**src/rtl/scan_sequencer_if.sv**
```systemverilog
// Handshake bundle between a scan controller and the scan sequencer.
// The sequencer side (slave) consumes RUN/DIV/GAP/MASK and drives the decoder selects and pulses.
interface scan_sequencer_if #(
    parameter int unsigned DIV_WIDTH = 16,
    parameter int unsigned GAP_WIDTH = 4
);
    logic                 RUN;
    logic [DIV_WIDTH-1:0] DIV;
    logic [GAP_WIDTH-1:0] GAP;
    logic [3:0]           MASK;
    logic                 EN;
    logic                 I0;
    logic                 I1;
    logic                 STEP;
    logic                 FRAME;

    modport master (
        output RUN, DIV, GAP, MASK,
        input  EN, I0, I1, STEP, FRAME
    );

    modport slave (
        input  RUN, DIV, GAP, MASK,
        output EN, I0, I1, STEP, FRAME
    );
endinterface

```
**src/rtl/scan_sequencer.sv**
```systemverilog
// Registered scan sequencer feeding a 2-to-4 decoder: walks enabled outputs in ascending order,
// holding each for a latched dwell, optionally blanking between dwells, and flagging steps/frame wraps.
module scan_sequencer #(
    parameter int unsigned DIV_WIDTH = 16,
    parameter int unsigned GAP_WIDTH = 4
) (
    input  logic              CLK,
    input  logic              RST,
    scan_sequencer_if.slave   bus
);
    typedef enum logic [1:0] {
        IDLE  = 2'd0,
        DWELL = 2'd1,
        BLANK = 2'd2
    } state_t;

    state_t               state, state_nxt;
    logic [1:0]           idx, idx_nxt;
    logic [DIV_WIDTH-1:0] dwell_cnt, dwell_cnt_nxt;
    logic [GAP_WIDTH-1:0] gap_cnt, gap_cnt_nxt;
    logic [GAP_WIDTH-1:0] gap_lat, gap_lat_nxt;
    logic                 en, en_nxt;
    logic                 step, step_nxt;
    logic                 frame, frame_nxt;

    logic [1:0]           low_idx_c;
    logic [1:0]           above_idx_c;
    logic                 above_found_c;
    logic                 advance_c;
    logic                 load_c;

    // Lowest enabled output, and the lowest enabled output strictly above the current index.
    always_comb begin
        low_idx_c     = 2'd0;
        above_idx_c   = 2'd0;
        above_found_c = 1'b0;
        for (int k = 3; k >= 0; k--) begin
            if (bus.MASK[k]) begin
                low_idx_c = 2'(k);
                if (2'(k) > idx) begin
                    above_idx_c   = 2'(k);
                    above_found_c = 1'b1;
                end
            end
        end
    end

    // Next-state and next-output logic; the dwell counter holds remaining cycles minus one.
    always_comb begin
        state_nxt     = state;
        idx_nxt       = idx;
        dwell_cnt_nxt = dwell_cnt;
        gap_cnt_nxt   = gap_cnt;
        gap_lat_nxt   = gap_lat;
        en_nxt        = 1'b0;
        step_nxt      = 1'b0;
        frame_nxt     = 1'b0;
        advance_c     = 1'b0;
        load_c        = 1'b0;

        case (state)
            IDLE: begin
                idx_nxt = 2'd0;
                if (bus.MASK != 4'd0) begin
                    state_nxt = DWELL;
                    idx_nxt   = low_idx_c;
                    load_c    = 1'b1;
                end
            end
            DWELL: begin
                if (dwell_cnt == '0) begin
                    if (gap_lat != '0) begin
                        state_nxt   = BLANK;
                        gap_cnt_nxt = gap_lat - GAP_WIDTH'(1);
                    end else begin
                        advance_c = 1'b1;
                    end
                end else begin
                    dwell_cnt_nxt = dwell_cnt - DIV_WIDTH'(1);
                    en_nxt        = 1'b1;
                end
            end
            BLANK: begin
                if (gap_cnt == '0) begin
                    advance_c = 1'b1;
                end else begin
                    gap_cnt_nxt = gap_cnt - GAP_WIDTH'(1);
                end
            end
            default: begin
                state_nxt = IDLE;
                idx_nxt   = 2'd0;
            end
        endcase

        // A wrap (no enabled output above the current one) is exactly the new<=old case.
        if (advance_c) begin
            if (bus.MASK == 4'd0) begin
                state_nxt = IDLE;
                idx_nxt   = 2'd0;
            end else begin
                state_nxt = DWELL;
                idx_nxt   = above_found_c ? above_idx_c : low_idx_c;
                frame_nxt = ~above_found_c;
                load_c    = 1'b1;
            end
        end

        if (load_c) begin
            dwell_cnt_nxt = (bus.DIV == '0) ? '0 : bus.DIV - DIV_WIDTH'(1);
            gap_lat_nxt   = bus.GAP;
            en_nxt        = 1'b1;
            step_nxt      = 1'b1;
        end

        if (!bus.RUN) begin
            state_nxt     = IDLE;
            idx_nxt       = 2'd0;
            dwell_cnt_nxt = '0;
            gap_cnt_nxt   = '0;
            en_nxt        = 1'b0;
            step_nxt      = 1'b0;
            frame_nxt     = 1'b0;
        end
    end

    always_ff @(posedge CLK) begin
        if (RST) begin
            state     <= IDLE;
            idx       <= 2'd0;
            dwell_cnt <= '0;
            gap_cnt   <= '0;
            gap_lat   <= '0;
            en        <= 1'b0;
            step      <= 1'b0;
            frame     <= 1'b0;
        end else begin
            state     <= state_nxt;
            idx       <= idx_nxt;
            dwell_cnt <= dwell_cnt_nxt;
            gap_cnt   <= gap_cnt_nxt;
            gap_lat   <= gap_lat_nxt;
            en        <= en_nxt;
            step      <= step_nxt;
            frame     <= frame_nxt;
        end
    end

    assign bus.EN    = en;
    assign bus.I0    = idx[0];
    assign bus.I1    = idx[1];
    assign bus.STEP  = step;
    assign bus.FRAME = frame;
endmodule

```
**src/flat_wrapper.sv**
```systemverilog
// flat-port wrapper written by rule: the top's interface ports become plain ports
module scan_sequencer_flat 
#(
    parameter int unsigned DIV_WIDTH = 16,
    parameter int unsigned GAP_WIDTH = 4
)
  (CLK, RST, bus_RUN, bus_DIV, bus_GAP, bus_MASK, bus_EN, bus_I0, bus_I1, bus_STEP, bus_FRAME);
  scan_sequencer_if #(.DIV_WIDTH(DIV_WIDTH), .GAP_WIDTH(GAP_WIDTH)) bus_i ();
  input  logic CLK;
  input  logic RST;
  input wire logic [$bits(bus_i.RUN)-1:0] bus_RUN;
  input wire logic [$bits(bus_i.DIV)-1:0] bus_DIV;
  input wire logic [$bits(bus_i.GAP)-1:0] bus_GAP;
  input wire logic [$bits(bus_i.MASK)-1:0] bus_MASK;
  output wire logic [$bits(bus_i.EN)-1:0] bus_EN;
  output wire logic [$bits(bus_i.I0)-1:0] bus_I0;
  output wire logic [$bits(bus_i.I1)-1:0] bus_I1;
  output wire logic [$bits(bus_i.STEP)-1:0] bus_STEP;
  output wire logic [$bits(bus_i.FRAME)-1:0] bus_FRAME;
  assign bus_i.RUN = bus_RUN;
  assign bus_i.DIV = bus_DIV;
  assign bus_i.GAP = bus_GAP;
  assign bus_i.MASK = bus_MASK;
  assign bus_EN = bus_i.EN;
  assign bus_I0 = bus_i.I0;
  assign bus_I1 = bus_i.I1;
  assign bus_STEP = bus_i.STEP;
  assign bus_FRAME = bus_i.FRAME;
  scan_sequencer #(.DIV_WIDTH(DIV_WIDTH), .GAP_WIDTH(GAP_WIDTH)) u_core (.CLK(CLK), .RST(RST), .bus(bus_i));
endmodule
```
**config.mk**
```make
export PLATFORM = sky130hd
export DESIGN_NAME = scan_sequencer_flat
export DESIGN_NICKNAME = d
export VERILOG_FILES = /design/src/rtl/scan_sequencer_if.sv /design/src/rtl/scan_sequencer.sv /design/src/flat_wrapper.sv
export SDC_FILE = /design/constraint.sdc
export NUM_CORES = 1
export LEC_CHECK = 0
export BUFFER_PORTS_ARGS = -buffer_cell sky130_fd_sc_hd__buf_4
export CAP_MARGIN = 20
export CORE_UTILIZATION = 28
export DETAILED_ROUTE_END_ITERATION = 10
export PLACE_DENSITY = 0.47
export SLEW_MARGIN = 20
export SYNTH_ARGS = -nofsm -noshare
export SYNTH_HDL_FRONTEND = slang
export SYNTH_SLANG_ARGS = --single-unit
```
**constraint.sdc**
```tcl
create_clock -name CLK -period 2.45 [get_ports CLK]
set_clock_uncertainty 0.1 [all_clocks]
set_input_delay 0 -clock CLK [delete_from_list [all_inputs] [get_ports CLK]]
set_output_delay 0 -clock CLK [all_outputs]
set_load 0.01 [all_outputs]
```
* Word-level counts from Yosys, hierarchy flattened
Cells that the tools add are included.
** Storage, ports and cells
- Register bits :: 31
- Logic and storage cells :: 96
** Operators by class
- $add $sub $neg :: 4
- Order comparisons :: 4
- Equal/unequal tests :: 11
- Mux-type cells :: 51
- Bitwise gates (word level) :: 3
- Reductions and logical operators :: 15
** Operators by type and width (number)
- 16-bit 2-to-1 mux :: 4
- 2-bit 2-to-1 mux :: 20
- 16-bit logical NOT :: 2
- 16-bit by 1-bit subtractor with 16-bit output (second input constant) :: 2
- 1-bit 2-to-1 mux :: 20
- 4-bit 2-to-1 mux :: 3
- 2-bit by 1-bit inequality test with 1-bit output (second input constant) :: 5
- 3-bit by 1-bit inequality test with 1-bit output (second input constant) :: 3
- 4-bit logical NOT :: 2
- 4-bit case mux with 2 select lines :: 1
- 4-bit AND reduction :: 2
- 4-bit nonzero test :: 2
- 4-bit by 1-bit subtractor with 4-bit output (second input constant) :: 2
- 2-bit case mux with 3 select lines :: 1
- 1-bit by 2-bit > comparator with 1-bit output (first input constant) :: 2
- 2-bit > comparator (first input constant) :: 2
- 2-bit case mux with 2 select lines :: 1
- 2-bit nonzero test :: 2
- 2-bit OR reduction :: 2
- 4-bit OR reduction :: 1
- 1-bit inverter :: 3
- 2-bit by 1-bit == test with 1-bit output (second input constant) :: 1
- 2-bit == test (second input constant) :: 1
- 2-bit logical NOT :: 1
- 3 further kinds :: 3

* Depth between registers and ports, before layout
Gate-level depths: netlist of the first run.
- Word-level depth :: 12
- Gate-level depth with buffers :: 10
- Gate-level depth less buffers :: 7

* Least setup slack after synthesis of the first run
OpenSTA, ideal clock, no wires.
- Kind :: flip-flop to flip-flop
- From :: register u_core.state[0]
- To :: register u_core.dwell_cnt[14]
- Setup time :: 134 ps
- Arrival time :: 1953 ps
- Setup slack :: 262 ps
- Stages on the path, launching flop included :: 10
- Path buffers :: 2
- Clock period less this slack :: 2188 ps
- Cells stage by stage :: dfxtp_1 -> inv_1 -> ha_1 -> clkbuf_2 -> nor2b_1 -> and4_1 -> a221o_2 -> buf_4 -> a221oi_1 -> a211oi_1
** On the way
- Longest elaborated chain between the ends :: 6
- Elaborated cells between the ends (all ways) :: 11
- Classes of those cells :: eq/ne: 3; mux: 5; reduce/logical: 3
** Ends and longest elaborated chain
- from (decl) :: RTL line scan_sequencer.sv:17 : state_t state, state_nxt;
- from (signal assigned) :: RTL line scan_sequencer.sv:138 : state <= state_nxt;
- 2-bit logical NOT :: RTL line scan_sequencer.sv:61 : case (state)
- 1-bit 2-to-1 mux :: RTL line scan_sequencer.sv:61
- 1-bit 2-to-1 mux :: RTL line scan_sequencer.sv:98 : if (bus.MASK == 4'd0) begin
- 1-bit 2-to-1 mux :: RTL line scan_sequencer.sv:97 : if (advance_c) begin
- 2-bit by 1-bit inequality test with 1-bit output (no line) or 2-bit nonzero test (tied branches)
- 2-bit AND reduction (no line)
- to (signal assigned) :: RTL line scan_sequencer.sv:140 : dwell_cnt <= dwell_cnt_nxt;
- to (decl) :: RTL line scan_sequencer.sv:19 : logic [DIV_WIDTH-1:0] dwell_cnt, dwell_cnt_nxt;
Several ways; a longest one is shown, not always the timed one.
A chain may end at the register's enable or synchronous reset.

* Final worst setup path of the first run
- From :: register u_core.dwell_cnt[0]
- To :: register u_core.dwell_cnt[11]
** On the way
- Longest elaborated chain between the ends :: 6
- Elaborated cells between the ends (all ways) :: 11
- Classes of those cells :: add/sub: 1; eq/ne: 1; mux: 6; reduce/logical: 3
** Ends and longest elaborated chain
- branches (longest 6 deep; another with 16-bit by 1-bit subtractor with 16-bit output)
Several ways; the timed one is not identified. The select of a mux whose other input is x is not followed.

==> flow_summary.toml, run 1 <==
[route]
wl_per_cell_um = 16.26
via_per_inst = 5.343
dr.pass1.iters = 4
wl_um = 7153
drc = 0
vias = 2351
first_iter_violations = 193
drtAntennaViolNets = 0

[pwr]
seqPwrFrac = 0.366
power.density_nw_per_um2 = 523.8
switchingPower_mw = 0.5004
p_int_mw = 1.071
power_leakage_nw = 1.103
irDropWorstVdd_v = 0.0001919
switching_share = 0.3185
comb_power_share = 0.290
pwr-share-clk = 0.344

[synthesis]
synthesis.area_um2 = 2385
yosysWarningCount = 0
syn-num-nets = 321
synth_edf_count = 0
synth_area_per_cell_um2 = 8.309
seq_area_frac_synth = 0.2602
synth-async-reset-ratio = 0
synth.ff_latch_count = 31
synth_ff_type = "dfxtp_1"
postSynthCellCount = 287
ys_types = 62

[clock_network]
h-tree-depth = 2
cts_buffers = 5
root_buffer = "clkbuf_8"
path_clk_slew_ns = 0.08
cts.sinks = 31
clk_latency_ns = 0.29
clock_path_buffers = 2
tritoncts = "done"

[layout]
n_antenna_cell = 0
final_nets = 368
syn2layout_area_growth_pct = 25.76
final_cell_mix = "45 x buf_4, 31 x dfxtp_1, 20 x a211oi_1"
fin_util = 0.3650
layout_commonest_cell = "buf_4"
n_fill_cell = 875
drive_gt1_frac = 0.2119

[floorplan]
start_util = 0.2902
die_area_um2 = 8891
ios = 32
die_x_um = 94.29
coreArea_um2 = 8217
die_h_um = 94.29
rows = 33

[worst_setup_path]
arrival_ns = 2.38
cp_slowest_cell = "nor4b_4"
critPathMaxStageDelay_ns = 0.37
endpoint = "u_core.dwell_cnt[11]"
critPathKind = "flip-flop to flip-flop"
r2r_setup_slack_ns = 0.15
r2r-end = "u_core.dwell_cnt[11]"
cp_max_fo = 7
ff2ff_path_depth = 8
cp-start-kind = "flip-flop"
critPathRequiredTime_ns = 2.53
crit_chain = "inv_1 > ha_1 > nor4b_4 > and4_1 > a221o_2 > nand2_2 > buf_4 > a211oi_1"
startpoint = "u_core.dwell_cnt[0]"
cp-end-kind = "flip-flop"
r2r_start = "u_core.dwell_cnt[0]"

[placement]
io_buffers = 31
detailedPlace.worstSlack_ns = 0.1763
hpwl_um = 5398
gp_congestion = 0.8198

[global_routing]
antenna_found_initial = 0
use_met3 = 0.02265
grt_pass1_wl_um = 11450
track_usage = 0.1674
grt_pass1_vias = 2166
gr-total-overflow = 0
use_met2 = 0.2530
use_met1 = 0.2442
grt_max_degree = 24
busiest_layer = "met2"

[job]
cap_violations = 0

[timing]
fin_setup_tns_ns = 0
setup_ws_ns = 0.1455
worst_pin_slew_ns = 1.060
fin_crit_sh = 0.9406
hold_viol = 0
rsz0062_at_grt = "false"
timing.fmax_ghz = 0.4339
holdWs_ns = 0.03390
setup-violations-final = 0
slew_viol_final = 0
finalCriticalPeriod_ns = 2.304
slew_headroom = 0.2936

[run_status]
status = "complete, no violations"

[worst_hold_path]
worstHoldPathCells = 4
min_path_type = "input pin to flip-flop"
==> cell usage after synthesis, drive strengths merged, types with 10 or more instances <==
master	n	area (µm²)
o21ai	10	50.05
nor4	14	132.6
xnor2	13	113.9
nand3	13	65.06
dfxtp	31	620.6
inv	14	52.55
a21oi	18	90.09
nor3	13	70.07
nor2	20	82.58
a211oi	20	150.1
nand2	11	43.80
==> critical path: cells and delay by family, from the launching register on <==
| family | cells | cell delay, ns |
|---|---|---|
| buf+inv | 2 | 0.29 |
| flops | 1 | 0.34 |
| simple gates | 3 | 0.82 |
| compound gates | 2 | 0.43 |
| fa+ha+maj | 1 | 0.22 |
==> how the worst min path moves through the flow <==
stage                     start                  end  slack, ns
floorplan                   RST    u_core.gap_lat[0]      -0.03
global placement            RST    u_core.gap_lat[2]       0.12
detailed placement          RST    u_core.gap_lat[0]       0.12
CTS                 bus_MASK[0]        u_core.idx[1]       0.02
global route         bus_DIV[7]  u_core.dwell_cnt[7]       0.05
finish              bus_MASK[0]        u_core.idx[1]       0.03
==> power by group through the flow <==
stage	logic, mW	clock network (mW)	registers [mW]
after global routing	0.497	0.573	0.580
after global placement	0.441	0	0.586
final	0.455	0.541	0.575
after CTS	0.454	0.554	0.574
after detailed placement	0.441	0	0.586
after floorplan	0.291	0	0.575
==> final cells by class <==
| class | count | area (µm²) | area share |
|---|---|---|---|
| clock buffer | 6 | 82.58 | 0.02753 |
| clock inverter | 2 | 35.03 | 0.01168 |
| sequential | 31 | 620.6 | 0.2069 |
| multi-input combinational | 228 | 1649 | 0.5499 |
| tap | 105 | 131.4 | 0.04380 |
| timing repair buffer | 54 | 427.9 | 0.1427 |
| inverter | 14 | 52.55 | 0.01752 |
==> metal layers <==
layer / vias to the layer above / share of wire / wire (µm)
met2: 71 / 0.43 / 3091
li1: 1199 / - / -
met3: 7 / 0.047 / 333
met5: - / 0 / 0
met4: 0 / 0.013 / 91
met1: 1074 / 0.51 / 3637
==> repair_timing <==
action,CTS,global route
hold buffers,9,0
setup buffers,0,0
hold endpoints to repair,7,0
endpoints found under the setup margin,0,1
gates resized for setup,0,0
==> state kept, by name (all words and copies together) (netlist names) <==
register and count:
u_core.idx 2, u_core.bus.STEP 1, u_core.state 2, u_core.bus.EN 1, u_core.bus.FRAME 1, u_core.gap_cnt 4
u_core.dwell_cnt 16, u_core.gap_lat 4
==> per-stage QoR <==
stage | cells | instance area [µm²] | power [mW]
after floorplan | 287 | 2385 | 0.8657
after global placement | 423 | 2791 | 1.027
after detailed placement | 423 | 2791 | 1.026
after CTS | 440 | 2999 | 1.582
after global routing | 440 | 2999 | 1.651
final | 440 | 2999 | 1.571
==> logic make-up after synthesis <==
logic type,count (synthesis),synth area share
fa+ha+maj,7,0.03672
flops,31,0.2602
xor+xnor,19,0.06978
buf+inv,28,0.05351
simple gates,113,0.2964
mux,9,0.03935
compound gates,80,0.2440
(Power assumes the default switching activity.)
==> run 2: changes to the inputs <==
--- a/config.mk
+++ b/config.mk
@@ -7,9 +7,9 @@
 export LEC_CHECK = 0
 export BUFFER_PORTS_ARGS = -buffer_cell sky130_fd_sc_hd__buf_4
 export CAP_MARGIN = 20
-export CORE_UTILIZATION = 28
+export CORE_UTILIZATION = 35
 export DETAILED_ROUTE_END_ITERATION = 10
-export PLACE_DENSITY = 0.47
+export PLACE_DENSITY = 0.55
 export SLEW_MARGIN = 20
 export SYNTH_ARGS = -nofsm -noshare
 export SYNTH_HDL_FRONTEND = slang
==> run 2 against run 1 <==
  * The flow now finishes with violations (design-rule violations)
  * Sequential share of layout area increased by 0.49 points
  * Core utilization increased by 8.9 points
  * Power decreased by 8.3%
  * Clock power decreased by 22%
  * Wire length decreased by 5.7%
  * Worst setup slack improved by 0.034 ns
  * Via count increased by 0.47%
  * Largest power group unchanged
==> flow_summary.toml, run 2 (same netlist as run 1, synthesis figures left out) <==
[run_status]
status = "complete, but fails checks"
violations = "design-rule violations"

[timing]
rsz0062_at_grt = "false"
fin_crit_sh = 0.9268
setup-violations-final = 0
holdWs_ns = 0.003309
slew_headroom = 0.3310
hold_viol = 0
timing.fmax_ghz = 0.4404
slew_viol_final = 0
finalCriticalPeriod_ns = 2.271
worst_pin_slew_ns = 1.004
fin_setup_tns_ns = 0

[floorplan]
die_x_um = 84.55
ios = 32
start_util = 0.3692
rows = 29
die_area_um2 = 7148
coreArea_um2 = 6459
die_h_um = 84.55

[clock_network]
path_clk_slew_ns = 0.08
cts.sinks = 31
root_buffer = "clkbuf_8"
clock_path_buffers = 2
tritoncts = "done"
h-tree-depth = 2
clk_latency_ns = 0.29
cts_buffers = 5

[worst_setup_path]
ff2ff_path_depth = 8
critPathRequiredTime_ns = 2.55
cp_top_family = "simple AND/OR/NAND/NOR gates"
cp_max_fo = 7
arrival_ns = 2.37
cp_num_buf_inv = 2
r2r_setup_slack_ns = 0.18
critPathMaxStageDelay_ns = 0.47
startpoint = "u_core.dwell_cnt[0]"
cp-start-kind = "flip-flop"
endpoint = "u_core.dwell_cnt[1]"
cp-end-kind = "flip-flop"
r2r-end = "u_core.dwell_cnt[1]"
r2r_start = "u_core.dwell_cnt[0]"
cp_slowest_cell = "or4_1"
critPathKind = "flip-flop to flip-flop"
cp.depth = 8
crit_chain = "inv_1 > ha_2 > nor4b_4 > and4_4 > a221oi_2 > buf_4 > or4_1 > a21oi_1"

[layout]
n_antenna_cell = 0
final_nets = 366
largest_reg_flops = 16
reg_top3 = "u_core.dwell_cnt: 16 flops, u_core.gap_cnt: 4 flops, u_core.gap_lat: 4 flops"
drive_gt1_frac = 0.2132
fin_util = 0.4537
fin_cells = 410
n_fill_cell = 686
largest-register = "u_core.dwell_cnt"
syn2layout_area_growth_pct = 22.88
final_cell_mix = "43 x buf_4, 31 x dfxtp_1, 20 x a211oi_1"
layout_commonest_cell = "buf_4"

[route]
vias = 2362
first_iter_violations = 109
via_per_inst = 5.761
dr.pass1.iters = 7
drtAntennaViolNets = 0
wl_um = 6743
wl_per_cell_um = 16.45
drc = 4

[global_routing]
antenna_found_initial = 0
track_usage = 0.1983
grt_pass1_wl_um = 11470
grt_pass1_vias = 2331
gr-total-overflow = 0
grt_max_degree = 24

[pwr]
power_leakage_nw = 1.073
power.density_nw_per_um2 = 491.8
irDropWorstVdd_v = 0.0002706
finalPower_mw = 1.441

[worst_hold_path]
hp-start = "bus_DIV[10]"
min_path_type = "input pin to flip-flop"

[placement]
gp_congestion = 0.8465
io_buffers = 31
hpwl_um = 5090
dp_cells = 392

[job]
cap_violations = 0
==> run 2: final cells by class <==
type / count / area (µm²) / area share
Multi-Input combinational cell: 228 / 1659 / 0.5662
Sequential cell: 31 / 620.6 / 0.2118
Timing Repair Buffer: 52 / 412.9 / 0.1409
Tap cell: 77 / 96.34 / 0.03288
Clock buffer: 5 / 68.82 / 0.02348
Inverter: 14 / 52.55 / 0.01793
Clock inverter: 3 / 20.02 / 0.006832
==> run 2: metrics by stage <==
step,worst slack (ns),cell area [µm²]
after CTS,0.09242,2913
after floorplan,0.2623,2385
final,0.1794,2930
after global placement,0.1771,2734
after global routing,0.01845,2930
after detailed placement,0.1234,2734
==> run 2: routing by layer <==
| metal | global-route usage | up-vias | part of all wire |
|---|---|---|---|
| li1 | - | 1198 | - |
| met1 | 0.2746 | 1102 | 0.50 |
| met2 | 0.3215 | 53 | 0.46 |
| met3 | 0.01967 | 9 | 0.028 |
| met4 | 0.06934 | 0 | 0.015 |
| met5 | 0 | - | 0 |
==> run 2: worst min-delay path by stage <==
stage / endpoint / slack, ns / depth (start not counted)
final: u_core.dwell_cnt[10] / 0.003 / 3
after global placement: u_core.gap_lat[1] / 0.11 / 2
after floorplan: u_core.gap_lat[0] / -0.03 / 1
after global routing: u_core.dwell_cnt[8] / 0.03 / 3
after detailed placement: u_core.gap_lat[1] / 0.11 / 2
after CTS: u_core.dwell_cnt[2] / 0.01 / 4
==> run 2: timing repair <==
action,CTS,global route
endpoints found under the hold margin,7,0
hold buffers,9,0
resized for setup,0,4
setup buffers,0,1
endpoints found under the setup margin,0,8
==> run 2: worst reg2reg max path: cells and delay by family, from the launching register on <==
family	cells	cell delay, ns
compound gates	2	0.19
buf+inv	2	0.22
flops	1	0.34
fa+ha+maj	1	0.20
simple gates	3	1.13
==> run 2: where the power goes <==
group	total (mW)	switching [mW]	internal, mW
Clock	0.420	0.222	0.198
Sequential	0.573	0.0387	0.534
Combinational	0.448	0.244	0.204
Total	1.44	0.505	0.936
